File: src/rtl/pif_sram_slave.sv
// rtl/pif_sram_slave.sv - PIF slave that queues requests and runs them one at a time on a synchronous SRAM.
// Optional window/type error checking is enabled by defining PIF_SRAM_ERR_EN.
module pif_sram_slave #(
   parameter int          MEM_AW     = 14,
   parameter logic [31:0] BASE_ADDR  = 32'h6000_0000,
   parameter int          FIFO_DEPTH = 4,
   parameter int          READ_LAT   = 1
) (
   input  logic              CLK,
   input  logic              BReset,
   input  logic              POReqValid,
   output logic              PIReqRdy,
   input  logic [7:0]        POReqCntl,
   input  logic [31:0]       POReqAdrs,
   input  logic [31:0]       POReqData,
   input  logic [3:0]        POReqDataBE,
   input  logic [5:0]        POReqId,
   input  logic [1:0]        POReqPriority,
   output logic              PIRespValid,
   input  logic              PORespRdy,
   output logic [7:0]        PIRespCntl,
   output logic [31:0]       PIRespData,
   output logic [5:0]        PIRespId,
   output logic [1:0]        PIRespPriority,
   output logic              MemEn,
   output logic              MemWr,
   output logic [MEM_AW-1:0] MemAddr,
   output logic [3:0]        MemBE,
   output logic [31:0]       MemWrData,
   input  logic [31:0]       MemRdData
);

   localparam int PW = $clog2(FIFO_DEPTH);

   localparam logic [7:0] RESP_RD_OK  = 8'h01;
   localparam logic [7:0] RESP_WR_OK  = 8'h11;
   localparam logic [7:0] RESP_RD_ERR = 8'h03;
   localparam logic [7:0] RESP_WR_ERR = 8'h13;

   typedef struct packed {
      logic [7:0]  cntl;
      logic [31:0] adrs;
      logic [31:0] data;
      logic [3:0]  be;
      logic [5:0]  id;
      logic [1:0]  prio;
   } req_t;

   typedef enum logic [1:0] {
      ST_IDLE,
      ST_WAIT,
      ST_RESP
   } state_t;

   req_t        fifo_mem [FIFO_DEPTH];
   logic [PW:0] wr_ptr;
   logic [PW:0] rd_ptr;
   logic [PW:0] wr_ptr_nxt;
   logic [PW:0] rd_ptr_nxt;
   logic        fifo_empty;
   logic        full_nxt;
   logic        push;
   logic        pop;
   req_t        head;
   req_t        req_in;
   logic        head_wr;
   logic        head_err;
   logic        unused_bits;

   state_t      state;
   logic [1:0]  lat_cnt;

   assign req_in = '{cntl: POReqCntl, adrs: POReqAdrs, data: POReqData,
                     be: POReqDataBE, id: POReqId, prio: POReqPriority};

   assign head       = fifo_mem[rd_ptr[PW-1:0]];
   assign fifo_empty = (wr_ptr == rd_ptr);
   assign push       = POReqValid & PIReqRdy;
   assign pop        = (state == ST_IDLE) && !fifo_empty;
   assign wr_ptr_nxt = wr_ptr + (PW+1)'(push);
   assign rd_ptr_nxt = rd_ptr + (PW+1)'(pop);
   assign full_nxt   = (wr_ptr_nxt[PW] != rd_ptr_nxt[PW]) &&
                       (wr_ptr_nxt[PW-1:0] == rd_ptr_nxt[PW-1:0]);

   // Ready is computed from the post-edge pointers so a pop never reaches it combinationally.
   always_ff @(posedge CLK or posedge BReset) begin
      if (BReset) begin
         wr_ptr   <= '0;
         rd_ptr   <= '0;
         PIReqRdy <= 1'b0;
      end else begin
         wr_ptr   <= wr_ptr_nxt;
         rd_ptr   <= rd_ptr_nxt;
         PIReqRdy <= !full_nxt;
      end
   end

   always_ff @(posedge CLK) begin
      if (push) begin
         fifo_mem[wr_ptr[PW-1:0]] <= req_in;
      end
   end

   assign head_wr = head.cntl[7];

`ifdef PIF_SRAM_ERR_EN
   assign head_err = (head.adrs[31:MEM_AW+2] != BASE_ADDR[31:MEM_AW+2]) ||
                     ((head.cntl != 8'h00) && (head.cntl != 8'h80));
`else
   assign head_err = 1'b0;
`endif

   assign unused_bits = ^{head.adrs[1:0], head.adrs[31:MEM_AW+2], head.cntl[6:0]};

   // The SRAM sees the FIFO head in the same cycle it is popped.
   assign MemEn     = pop && !head_err;
   assign MemWr     = MemEn && head_wr;
   assign MemAddr   = head.adrs[MEM_AW+1:2];
   assign MemBE     = head_wr ? head.be : 4'hF;
   assign MemWrData = head.data;

   always_ff @(posedge CLK or posedge BReset) begin
      if (BReset) begin
         state          <= ST_IDLE;
         lat_cnt        <= 2'd0;
         PIRespValid    <= 1'b0;
         PIRespCntl     <= 8'h00;
         PIRespData     <= 32'h0;
         PIRespId       <= 6'h0;
         PIRespPriority <= 2'h0;
      end else begin
         case (state)
            ST_IDLE: begin
               if (!fifo_empty) begin
                  PIRespId       <= head.id;
                  PIRespPriority <= head.prio;
                  PIRespData     <= 32'h0;
                  if (head_err) begin
                     PIRespCntl  <= head_wr ? RESP_WR_ERR : RESP_RD_ERR;
                     PIRespValid <= 1'b1;
                     state       <= ST_RESP;
                  end else if (head_wr) begin
                     PIRespCntl  <= RESP_WR_OK;
                     PIRespValid <= 1'b1;
                     state       <= ST_RESP;
                  end else begin
                     PIRespCntl  <= RESP_RD_OK;
                     lat_cnt     <= 2'd0;
                     state       <= ST_WAIT;
                  end
               end
            end
            ST_WAIT: begin
               if (lat_cnt == 2'(READ_LAT - 1)) begin
                  PIRespData  <= MemRdData;
                  PIRespValid <= 1'b1;
                  state       <= ST_RESP;
               end else begin
                  lat_cnt <= lat_cnt + 2'd1;
               end
            end
            ST_RESP: begin
               if (PORespRdy) begin
                  PIRespValid <= 1'b0;
                  state       <= ST_IDLE;
               end
            end
            default: state <= ST_IDLE;
         endcase
      end
   end

endmodule

File: config.mk
export PLATFORM = sky130hd
export DESIGN_NAME = pif_sram_slave
export DESIGN_NICKNAME = d
export VERILOG_FILES = /design/src/rtl/pif_sram_slave.sv
export SDC_FILE = /design/constraint.sdc
export NUM_CORES = 1
export LEC_CHECK = 0
export BUFFER_PORTS_ARGS = -buffer_cell sky130_fd_sc_hd__buf_2
export CORE_ASPECT_RATIO = 1.4
export CORE_MARGIN = 5
export CORE_UTILIZATION = 55
export CTS_CLUSTER_DIAMETER = 150
export DETAILED_ROUTE_END_ITERATION = 12
export GPL_ROUTABILITY_DRIVEN = 0
export GPL_TIMING_DRIVEN = 0
export PLACE_DENSITY = 0.79
export SLEW_MARGIN = 20
export SYNTH_ARGS = -nofsm -noshare
export SYNTH_HDL_FRONTEND = slang
export SYNTH_SLANG_ARGS = --single-unit
File: constraint.sdc
create_clock -name CLK -period 6.6 [get_ports CLK]
set_input_delay 0.99 -clock CLK [delete_from_list [all_inputs] [get_ports CLK]]
set_output_delay 0.99 -clock CLK [all_outputs]
set_load 0.005 [all_outputs]
### Word-level counts from Yosys, hierarchy flattened

Memories as Yosys holds them, arrays and structs flattened.
Cells that the tools add are included.

| word-level totals | value |
|---|---|
| word-level logic and storage cells | 62 |
| flip-flop bits (word level) | 60 |
| input bits | 120 |
| bits in writable memories | 336 |
| output and inout port bits | 102 |
| memories | 1 |

Memories:

| memory | words | width | rd ports | clocked after memory_dff | wr ports | line | RTL |
|---|---|---|---|---|---|---|---|
| fifo_mem | 4 | 84 | 1 | 0 | 1 | 55 | `req_t fifo_mem [FIFO_DEPTH];` |

| operators by class | value |
|---|---|
| eq/ne operators | 11 |
| reduce and logical (&&, ||, !) cells | 14 |
| add/sub/neg operators | 3 |
| mux-type cells | 21 |
| bitwise logic cells | 2 |

Operators by type and width:

| operator | count |
|---|---|
| 2-to-1 mux 32 bit | 2 |
| case mux 32 bit (2 select lines) | 1 |
| 2-to-1 mux 2 bit | 7 |
| != test 2 bit (second input constant) | 6 |
| adder 3 x 1 -> 3 bit | 2 |
| 2-to-1 mux 1 bit | 6 |
| case mux 2 bit (3 select lines) | 1 |
| AND reduction 3 bit | 2 |
| 2-to-1 mux 5 bit | 1 |
| AND reduction 5 bit | 1 |
| zero test 2 bit | 2 |
| 2-to-1 mux 4 bit | 1 |
| case mux 2 bit (2 select lines) | 1 |
| AND reduction 4 bit | 1 |
| equality test 3 bit | 1 |
| logical AND 1 bit | 3 |
| case mux 1 bit (3 select lines) | 1 |
| nonzero test 3 bit | 1 |
| adder 2 x 1 -> 2 bit (second input constant) | 1 |
| equality test 2 x 1 -> 1 bit (second input constant) | 1 |
| equality test 2 bit | 1 |
| equality test 2 bit (second input constant) | 1 |
| zero test 1 bit | 2 |
| AND reduction 2 bit | 1 |
| other kinds (4) | 4 |

### Depth between registers and ports, before layout

| logic depth | value |
|---|---|
| word-level depth | 7 |
| gate-level depth with buffers | 9 |
| depth with buffers taken out | 7 |

### Worst setup path after synthesis

OpenSTA, ideal clock, no wires.

| timing path | value |
|---|---|
| path kind | input to register |
| start point | input port POReqValid |
| end point | memory fifo_mem[2][0] in the netlist's numbering (enable) |
| path buffers | 0 |
| arrival time | 5.422 ns |
| required time | 6.039 ns |
| setup time | 0.561 ns |
| setup slack | 0.617 ns |
| cell stages on the path | 2 |
| cell sequence | nand2_1 nor3b_1 |

| on the way | value |
|---|---|
| longest elaborated chain between the ends | 3 |

RTL lines:

| item | line | RTL |
|---|---|---|
| from (decl) | 11 | `input logic POReqValid,` |
| AND 1 bit | 78 | `assign push = POReqValid & PIReqRdy;` |
| 2-to-1 mux 1 bit | 99 | `if (push) begin` |
| 2-to-1 mux 1 bit (implied by the code) | 100 | `fifo_mem[wr_ptr[PW-1:0]] <= req_in;` |
| to (decl) | 55 |  |

No other way between the ends.

==> qor.yml <==
setup_violations: 0
fin_util: 0.677
area_delta_synth_final_pct: 21.4
synth_flop_cell: "edfxtp_1"
syn_area_um2: 11500
status: "finished, final reports clean"
synth_area_leaders: "edfxtp_1 62%, dfrtp_1 12%, mux4_2 12%, buf_4 4.0%, o2bb2ai_1 2.4%"
fin_area_um2: 13900
vias: 6163
cellLeakagePower_uw: 0.00527
max_slew_margin: 0.461
numPortBuffers: 190
pre_cts_slack_ps: 3450
synth_cell_types: 37
ff2ff_path_depth: 9
whs_ps: 466
syn_area_per_cell_um2: 19.3
dieArea_um2: 23900
grt_setup_unrepaired: "no"
clk_pin_slew_ps: 60
maxSlewViolCount: 0
startpoint_type: "flip-flop"
initial_core_util: 0.558
async_flop_share: 0.186
seq_area_frac_synth: 0.736
arrival_ps: 2590
htreeDepth: 1
cp-end-kind: "primary output"
cts_buffers: 27
fin_tns_setup_ps: 0
worst_pin_slew_ps: 805
timing.final.crit_share: 0.542
cp.required_ps: 5610
synth.most_common_cell: "edfxtp_1"
cts_hold_buf: 0
hold_viol: 0
yosys.area.top_type: "edfxtp_1"
hpwlAfterDp_um: 16000
drcViolationCount: 0
ios: 222
ir_drop_mv: 0.353
synth_edf_count: 236
vias_per_cell: 5.49
drv_cap: 0
syn_inst: 595
slowest_stage: "buf_1"
period_needed_ps: 3580
grt_pass1_vias: 6698
yosys_warnings: 0
grt_antenna_before_repair: 4
cp_max_fo: 10
grt_use_total: 0.188
ant_nets: 0
nets: 969
clk_path_buf_depth: 3
place_area_um2: 13100
grt_pass1_wl_um: 36000
avgRoutedWirePerCell_um: 20.0
slowest_delay_ps: 550
critical_path_class: "reg -> out"
fp.dieH_um: 181
clock_sinks: 290
cp_cell_sequence: "buf_4, buf_2, buf_1, mux4_2, buf_4, buf_2"
rows: 62
die_x_um: 132
netlist.area_leader.share: 0.618
hp-class: "in -> async"
ys_ff_latch: 290
grt_start_max_net_pins: 41
post_cts_buffers: 0
worst_slack_ps: 3020
overflow: 0
tritoncts: "built"
synth_commonest_cells: "236 x edfxtp_1, 61 x buf_4, 59 x mux4_2"
clk_latency_ps: 520
core_um2: 20600
root_buffer: "clkbuf_16"
drt_iter0_markers: 270
max_freq_mhz: 279
firstDrtPassIters: 4
drive_gt1_frac: 0.455
cts_resized: 0
drt-total-wl_um: 22400
power.density_nw_per_um2: 454
finClkSkew_ps: 8.57
## path summary, 6_finish.rpt
check / start / endpoint / slack, ps
worst min-delay path: BReset / PIRespId[0]$_DFFE_PP0P_ / 470
worst max register to register: rd_ptr[1]$_DFF_PP0_ / PIReqRdy$_DFF_PP0_ / 4170
min in group CLK: PIRespCntl[0]$_DFFE_PP0P_ / PIRespCntl[0]$_DFFE_PP0P_ / 470
worst min register to register: PIRespCntl[0]$_DFFE_PP0P_ / PIRespCntl[0]$_DFFE_PP0P_ / 470
max in group asynchronous: BReset / PIRespId[3]$_DFFE_PP0P_ / 5580
worst max-delay path: rd_ptr[1]$_DFF_PP0_ / MemWrData[4] / 3020
## registers in the layout, summed over array words and instances (netlist names), 3 cells and up
name / count
PIRespData: 32
PIRespId: 6
fifo_mem: 236
rd_ptr: 3
wr_ptr: 3
## kinds of logic after synthesis
logic type               count (synthesis)  share of synthesized area
AND/OR/NAND/NOR                         59                     0.0302
XOR/XNOR                                10                    0.00763
other                                    1                   0.000327
flip-flops                             290                      0.736
AO/OA/AOI/OAI                           75                     0.0469
multiplexers                            68                      0.125
buffers and inverters                   88                     0.0504
adder cells (fa/ha/maj)                  4                    0.00436
## routing by layer
| layer | share of wire | global-route usage | vias up |
|---|---|---|---|
| met5 | 0.0015 | 0 | - |
| li1 | - | - | 2803 |
| met1 | 0.37 | 0.227 | 3095 |
| met4 | 0.018 | 0.0453 | 6 |
| met3 | 0.080 | 0.0520 | 33 |
| met2 | 0.53 | 0.335 | 226 |
## placed cells by master, fill, tap and decap left out, types with 6 or more instances in the layout
master     count
clkbuf_16     27
nor2b_1       34
buf_2        193
conb_1         6
mux4_2        59
clkbuf_1      18
dfrtp_1       54
o2bb2ai_1     32
buf_4         71
edfxtp_1     236
a21oi_1       33
buf_6         16
## critical path: cells and delay by family (launching register included)
kind	cells	cell delay [ps]
mux	1	430
buf+inv	5	1280
flops	1	350
## through the flow
step / instances / total power [uW]
final: 1122 / 6320
after CTS: 1121 / 6420
after global routing: 1122 / 6690
after global placement: 1046 / 4800
after floorplan: 600 / 4090
after detailed placement: 1072 / 4900
## layout make-up
class | count | area, um2
sequential | 290 | 8440
fill | 1351 | 6630
multi-input combinational | 222 | 2490
timing repair buffer | 216 | 1230
clock buffer | 32 | 694
buffer | 82 | 556
tap | 256 | 320
clock inverter | 17 | 168
inverter | 6 | 22.5
antenna | 1 | 2.50
## where the power goes
group          internal [uW]  total (uW)  switching (uW)
clock network            869        1490             622
registers               2430        2590             160
logic                   1200        2250            1050
total                   4490        6320            1830
Power figures use the tool's default switching activity.
